### config.mk
export PLATFORM = sky130hd
export DESIGN_NAME = taus_step
export DESIGN_NICKNAME = d
export VERILOG_FILES = /design/src/rtl/taus_pkg.sv /design/src/rtl/taus_step.sv
export SDC_FILE = /design/constraint.sdc
export NUM_CORES = 1
export LEC_CHECK = 0
export ABC_CLOCK_PERIOD_IN_PS = 800
export CAP_MARGIN = 40
export CORE_MARGIN = 3
export CORE_UTILIZATION = 22
export DETAILED_ROUTE_END_ITERATION = 8
export PLACE_DENSITY = 0.78
export SLEW_MARGIN = 20
export SYNTH_ARGS = -nofsm -noshare
export SYNTH_HDL_FRONTEND = slang
export SYNTH_SLANG_ARGS = --single-unit
### constraint.sdc
create_clock -name vclk -period 0.8
set_input_delay 0.16 -clock vclk [all_inputs]
set_output_delay 0.16 -clock vclk [all_outputs]
set_load 0.01 [all_outputs]
### src/rtl/taus_pkg.sv
// Shared constants for the Tausworthe checker: component masks, shift amounts,
// default seeds and the checker state encoding.
package taus_pkg;

  localparam logic [31:0] MASK0 = 32'hFFFFFFFE;
  localparam logic [31:0] MASK1 = 32'hFFFFFFF8;
  localparam logic [31:0] MASK2 = 32'hFFFFFFF0;

  // Each component is ((s & mask) << C) ^ (((s << A) ^ s) >> B)
  localparam int unsigned S0_A = 13;
  localparam int unsigned S0_B = 19;
  localparam int unsigned S0_C = 12;
  localparam int unsigned S1_A = 2;
  localparam int unsigned S1_B = 25;
  localparam int unsigned S1_C = 4;
  localparam int unsigned S2_A = 3;
  localparam int unsigned S2_B = 11;
  localparam int unsigned S2_C = 17;

  localparam logic [31:0] DEF_SEED0 = 32'd2;
  localparam logic [31:0] DEF_SEED1 = 32'd7;
  localparam logic [31:0] DEF_SEED2 = 32'd5;

  typedef enum logic [2:0] {
    ST_IDLE   = 3'd0,
    ST_ACQ    = 3'd1,
    ST_SRCH   = 3'd2,
    ST_LOCKED = 3'd3,
    ST_FAIL   = 3'd4
  } chk_state_e;

endpackage

### src/rtl/taus_step.sv
// One combinational step of the three-component Tausworthe recurrence; word is
// the output value for the current (un-stepped) state.
module taus_step
  import taus_pkg::*;
(
  input  logic [31:0] s0,
  input  logic [31:0] s1,
  input  logic [31:0] s2,
  output logic [31:0] n0,
  output logic [31:0] n1,
  output logic [31:0] n2,
  output logic [31:0] word
);

  assign n0   = ((s0 & MASK0) << S0_C) ^ (((s0 << S0_A) ^ s0) >> S0_B);
  assign n1   = ((s1 & MASK1) << S1_C) ^ (((s1 << S1_A) ^ s1) >> S1_B);
  assign n2   = ((s2 & MASK2) << S2_C) ^ (((s2 << S2_A) ^ s2) >> S2_B);
  assign word = s0 ^ s1 ^ s2;

endmodule

== After elaboration in Yosys (flattened, before gate mapping) ==
Cells that the tools add are included.
Storage, ports and cells
  register bits: 0
  output and inout port bits: 128
Cells by class
  bitwise gates (word level): 8
Operators by type and width (count)
  $xor 32x32->32: 5
  $xor 32x13->32: 1
  $xor 32x21->32: 1
  $xor 32x7->32: 1

== Logic depth before layout (Yosys ltp) ==
Gate-level depths: netlist of the first run.
  depth in word-level cells: 2
  depth in mapped cells: 1
  mapped depth without buffers: 1

== Least setup slack after synthesis of the first run ==
Ideal clock, no wire load.
  path type: input-to-output
  from: input port s1[0]
  to: output port word[0]
  data arrival time: 0.583 ns
  path slack: 0.057 ns
  cell stages on the path: 1
  buffers on the path: 0
  cell sequence: xor3_1
On the way
  word-level cells in the longest chain between the ends: 2
RTL lines
  start: declaration: RTL line taus_step.sv:7  | input logic [31:0] s1,
  $xor 32x32->32 (2 in a row): RTL line taus_step.sv:18  | assign word = s0 ^ s1 ^ s2;
  end: declaration: RTL line taus_step.sv:12  | output logic [31:0] word
No other way between the ends.

== Worst setup path after layout of the first run ==
  from: input port s0[31]
  to: output port word[31]
On the way
  word-level cells in the longest chain between the ends: 2
RTL lines
  start: declaration: RTL line taus_step.sv:6  | input logic [31:0] s0,
  $xor 32x32->32 (2 in a row): RTL line taus_step.sv:18
No other way between the ends.

==> results of run 1 <==
-- critical path, cell delays in order --
cell    delay, ns
buf_6        0.07
xor3_1       0.39
buf_2        0.16
-- cell usage after synthesis --
master,instances
buf_4,55
xor3_1,32
xor2_1,41
-- per-layer routing --
layer,vias up,GRT usage [%]
met5,-,0
met4,0,0
met3,0,3.226
met2,111,31.28
met1,744,15.56
li1,776,-
-- power groups by stage --
stage / sequential (mW) / clock, mW / combinational, mW
after floorplan: 0 / 0 / 1.15
after global placement: 0 / 0 / 2.91
after detailed placement: 0 / 0 / 2.94
after CTS: 0 / 0 / 2.48
after global routing: 0 / 0 / 2.70
final: 0 / 0 / 2.52
-- logic make-up (layout without fill, tap and decap cells) --
kind of cell / count (synthesis) / after routing
buf+inv: 55 / 260
xor+xnor: 73 / 73
-- repair_timing --
item,in CTS,in global routing
resized for setup,860,81
buffers inserted,4,6
setup endpoints to repair,128,62
pin swaps,44,33
-- cell type report --
type / count / area [sq um]
multi-input combinational: 73 / 1150
fill: 594 / 2967
tap: 77 / 96.34
timing repair buffer: 260 / 2318
-- how the worst min path moves through the flow --
stage                     startpoint      to  slack (ns)  cells past startpoint
final                         s1[13]  n1[17]        0.51                      2
after global routing          s1[14]  n1[18]        0.51                      2
after CTS                      s2[8]   n2[0]        0.58                      3
after detailed placement       s1[3]   n1[7]        1.23                      2
after global placement        s1[20]  n1[24]        1.22                      2
after floorplan                s0[6]   n0[0]        0.40                      1
-- per-stage QoR --
stage / utilization (%) / setup WS (ns) / instance area, sq um / hold slack (ns)
global placement: 56.05 / -0.9589 / 3661 / 1.218
finish: 54.58 / -0.1474 / 3565 / 0.5077
CTS: 52.28 / -0.2136 / 3415 / 0.5808
floorplan: - / 0.05686 / 1533 / 0.3960
detailed placement: 56.05 / -0.9538 / 3661 / 1.231
global route: 54.58 / -0.1639 / 3565 / 0.5143
-- placed cells by master (no fill, tap or decap) --
cell type,instances
clkdlybuf4s15_2,3
buf_2,86
buf_8,28
clkdlybuf4s15_1,14
clkbuf_2,4
xor2_1,37
dlygate4sd2_1,28
xor3_1,32
buf_4,17
buf_6,80
xor2_2,4
==> impl_metrics.yaml, run 1 <==
die:
  dieArea_sq_um: 8005
  die_w_um: 89.47
  rows: 29
  core_area_sq_um: 6531
  io-pin-count: 224
  floorplan.die.height_um: 89.47
  initial_utilization_pct: 23.47
timing:
  timing.final.ws_setup_ns: -0.1474
  relSlewSlack_pct: 90.37
  setup_viol: 42
  slew_viol_final: 0
  achievable-frequency_mhz: 1056
  layout_min_cycle_time_ns: 0.9474
  max_slew.worst_pin.slew_ns: 0.1439
  totalNegativeSetupSlack_ns: -3.979
  grt_setup_unrepaired: "true"
  min_period_over_period_pct: 118.4
  hold_violations: 0
grt:
  grt_first_pass_wirelength_um: 9294
  grt_max_degree: 5
  grt_pass1_vias: 1744
  overflow: 0
  global_route.usage.total_pct: 14.84
  antenna_found_initial: 0
power_and_ir_drop:
  power_density_nw_per_um2: 707.3
  internal-power_mw: 1.555
  lkg_pwr_nw: 2.021
  sequentialPowerShare_pct: 0
  design_power_total_mw: 2.521
  clockPowerShare_pct: 0
  p_sw_share_pct: 38.33
  share_comb_of_total_power_pct: 100.0
  vdd_drop_max_mv: 0.3712
  p_switching_mw: 0.9665
yosys:
  synth-seq-area-share_pct: 0
  synthesis.area_sq_um: 1533
  synth_fp_nets: 224
  synth_top_family_by_area: "XOR/XNOR gates"
  synth_top_area_share_pct: 49.63
  synthAdderAreaFrac_pct: 0
  yosys_warnings: 0
  synthesis.area_per_instance_sq_um: 11.97
  synth_compound_area_share_pct: 0
  synthesis.instances: 128
  synth_xor_area_share_pct: 73.06
  count_of_cell_types_in_the_netlist: 3
  yosysTopAreaCell: "xor3_1"
  synthMuxAreaShare_pct: 0
  synthSimpleGateAreaFrac_pct: 0
  yosys-top-cells-area: "xor3_1, buf_4, xor2_1"
cells_and_area:
  layout.cells.non_filler: 410
  final.clkbuf_count: 0
  seq_cell_count: 0
  area_delta_synth_final_pct: 132.6
  antenna_cells_inserted: 0
  layout_cell_share_with_drive_strength_beyond_1_pct: 66.67
  design.final.nets: 431
  layout.area.seq_sq_um: 0
detailed_routing:
  route.met2.wl_um: 3966
  wl_met1_um: 1963
  drtAntennaViolNets: 0
  drt_first_pass_iters: 2
  drt_iter0_markers: 6
  wl_per_cell_um: 16.02
  drc: 0
  met3WireLength_um: 640
  detail_route.wirelength_um: 6570
  dr_total_vias: 1631
  vias_per_cell: 3.978
  top_layer: "met3"
critical_path:
  worstSetupStartpointType: "input port"
  timing.critical_path.arrival_ns: 0.79
  setup.worst_path.class: "in2out"
  path_max_fanout: 2
  critical_path_launch_point: "s0[31]"
  crit_end: "word[31]"
  worst_ep_required_time_ns: 0.64
  critical_path.endpoint_type: "primary output"
flow_run:
  maxCapViolCount: 0
run_status:
  run_status: "finished with violations"
  failed_checks: "negative setup slack"
place:
  detailed_place_hpwl_um: 5866
  final_wtd_congestion: 0.8017
  buffer_ports.inserted: 224
  place.detailed.instances: 401
clock_network:
  cts-hold-fix-buffers: 0
min_path:
  min-delay-path-class: "in2out"
Note: power is estimated with default switching activity, not from simulation.
==> run 2, diff against run 1 <==
CORE_AREA = 2 2 87 89   (was unset)
CORE_MARGIN = unset   (was 3)
CORE_UTILIZATION = unset   (was 22)
DIE_AREA = 0 0 89 91   (was unset)
PLACE_DENSITY = 0.77   (was 0.78)
==> impl_metrics.yaml, run 2 (synthesis results as in run 1) <==
power_and_ir_drop:
  vdd_drop_max_mv: 0.3731
  clockPowerShare_pct: 0
  lkg_pwr_nw: 2.017
  p_switching_mw: 0.9526
  sequentialPowerShare_pct: 0
  p_sw_share_pct: 37.98
  power_density_nw_per_um2: 698.3
  share_comb_of_total_power_pct: 100.0
  internal-power_mw: 1.556
clock_network:
  cts-hold-fix-buffers: 0
timing:
  holdWs_ns: 0.5066
  hold_violations: 0
  max_slew.worst_pin.slew_ns: 0.1445
  grt_setup_unrepaired: "true"
  layout_min_cycle_time_ns: 0.9459
  timing.final.ws_setup_ns: -0.1459
  achievable-frequency_mhz: 1057
  setup_viol: 40
  relSlewSlack_pct: 90.33
  min_period_over_period_pct: 118.2
  slew_viol_final: 0
place:
  detailed_place_hpwl_um: 5437
  placed_area_sq_um: 3674
  final_wtd_congestion: 0.7526
  buffer_ports.inserted: 224
  place_ws_ns: -0.9523
critical_path:
  worstSetupStartpointType: "input port"
  setup.worst_path.class: "in2out"
  path_max_fanout: 2
  critical_path.endpoint_type: "primary output"
  timing.critical_path.arrival_ns: 0.79
  worst_ep_required_time_ns: 0.64
die:
  floorplan.die.height_um: 91
  rows: 31
  core_area_sq_um: 7137
  dieArea_sq_um: 8099
  io-pin-count: 224
  die_w_um: 89
  initial_utilization_pct: 21.48
flow_run:
  maxCapViolCount: 0
detailed_routing:
  drt_iter0_markers: 10
  vias_per_cell: 3.782
  wl_per_cell_um: 14.40
  drc: 0
  drt_first_pass_iters: 3
  detail_route.wirelength_um: 6206
  dr_total_vias: 1630
  drtAntennaViolNets: 0
cells_and_area:
  layout.area.seq_sq_um: 0
  most-common-layout-cells: "buf_2, buf_6, xor2_1"
  stdcell_area_sq_um: 3592
  area_delta_synth_final_pct: 134.4
  layout_cell_share_with_drive_strength_beyond_1_pct: 65.66
  antenna_cells_inserted: 0
  design.final.nets: 430
  seq_cell_count: 0
  mostFrequentLayoutCell: "buf_2"
  final.clkbuf_count: 0
  fillCellCount: 707
min_path:
  min-delay-path-class: "in2out"
grt:
  overflow: 0
  antenna_found_initial: 0
  grt_pass1_vias: 1777
  global_route.usage.total_pct: 14.08
  grt_first_pass_wirelength_um: 9149
  grt_max_degree: 5
run_status:
  failed_checks: "negative setup slack"
  run_status: "finished with violations"
==> run 2: power by group through the flow <==
stage                     clock, mW  combinational (mW)  sequential [mW]
after global routing              0                2.68                0
final                             0                2.51                0
after global placement            0                2.88                0
after detailed placement          0                2.92                0
after floorplan                   0                1.15                0
after CTS                         0                2.44                0
==> run 2: through the flow <==
step	utilization, %	power (mW)	std cells	TNS (ns)
after global placement	51.47	2.885	421	-95.85
after global routing	50.33	2.681	431	-5.157
final	50.33	2.508	431	-4.020
after detailed placement	51.47	2.923	421	-97.51
after floorplan	-	1.146	128	0
after CTS	47.97	2.443	425	-4.574
==> run 2: timing repair <==
action / in CTS / in global routing
endpoints found under the setup margin: 128 / 66
buffers inserted: 4 / 7
pin swaps: 45 / 35
resized for setup: 841 / 92
cloned: 0 / 0
==> run 2: path summary, 6_finish.rpt <==
path	cells past startpoint	to	start
setup / recovery	3	word[16]	s1[16]
hold / removal	2	n1[15]	s1[11]
==> run 2: worst max-delay path, stage by stage <==
cell	delay, ns
buf_6	0.07
xor3_1	0.39
buf_2	0.16
==> run 2: final cells by class <==
type	instances	area, sq um	area share (%)
timing repair buffer	259	2341	65.17
multi-input combinational	73	1127	31.38
tap	99	123.9	3.448
==> run 2: layer usage <==
metal / GRT usage, % / wire length (um) / up-vias
met4: 1.244 / 63 / 0
met2: 28.48 / 3587 / 115
met3: 2.455 / 626 / 6
met1: 15.17 / 1929 / 726
li1: - / - / 783
met5: 0 / 0 / -
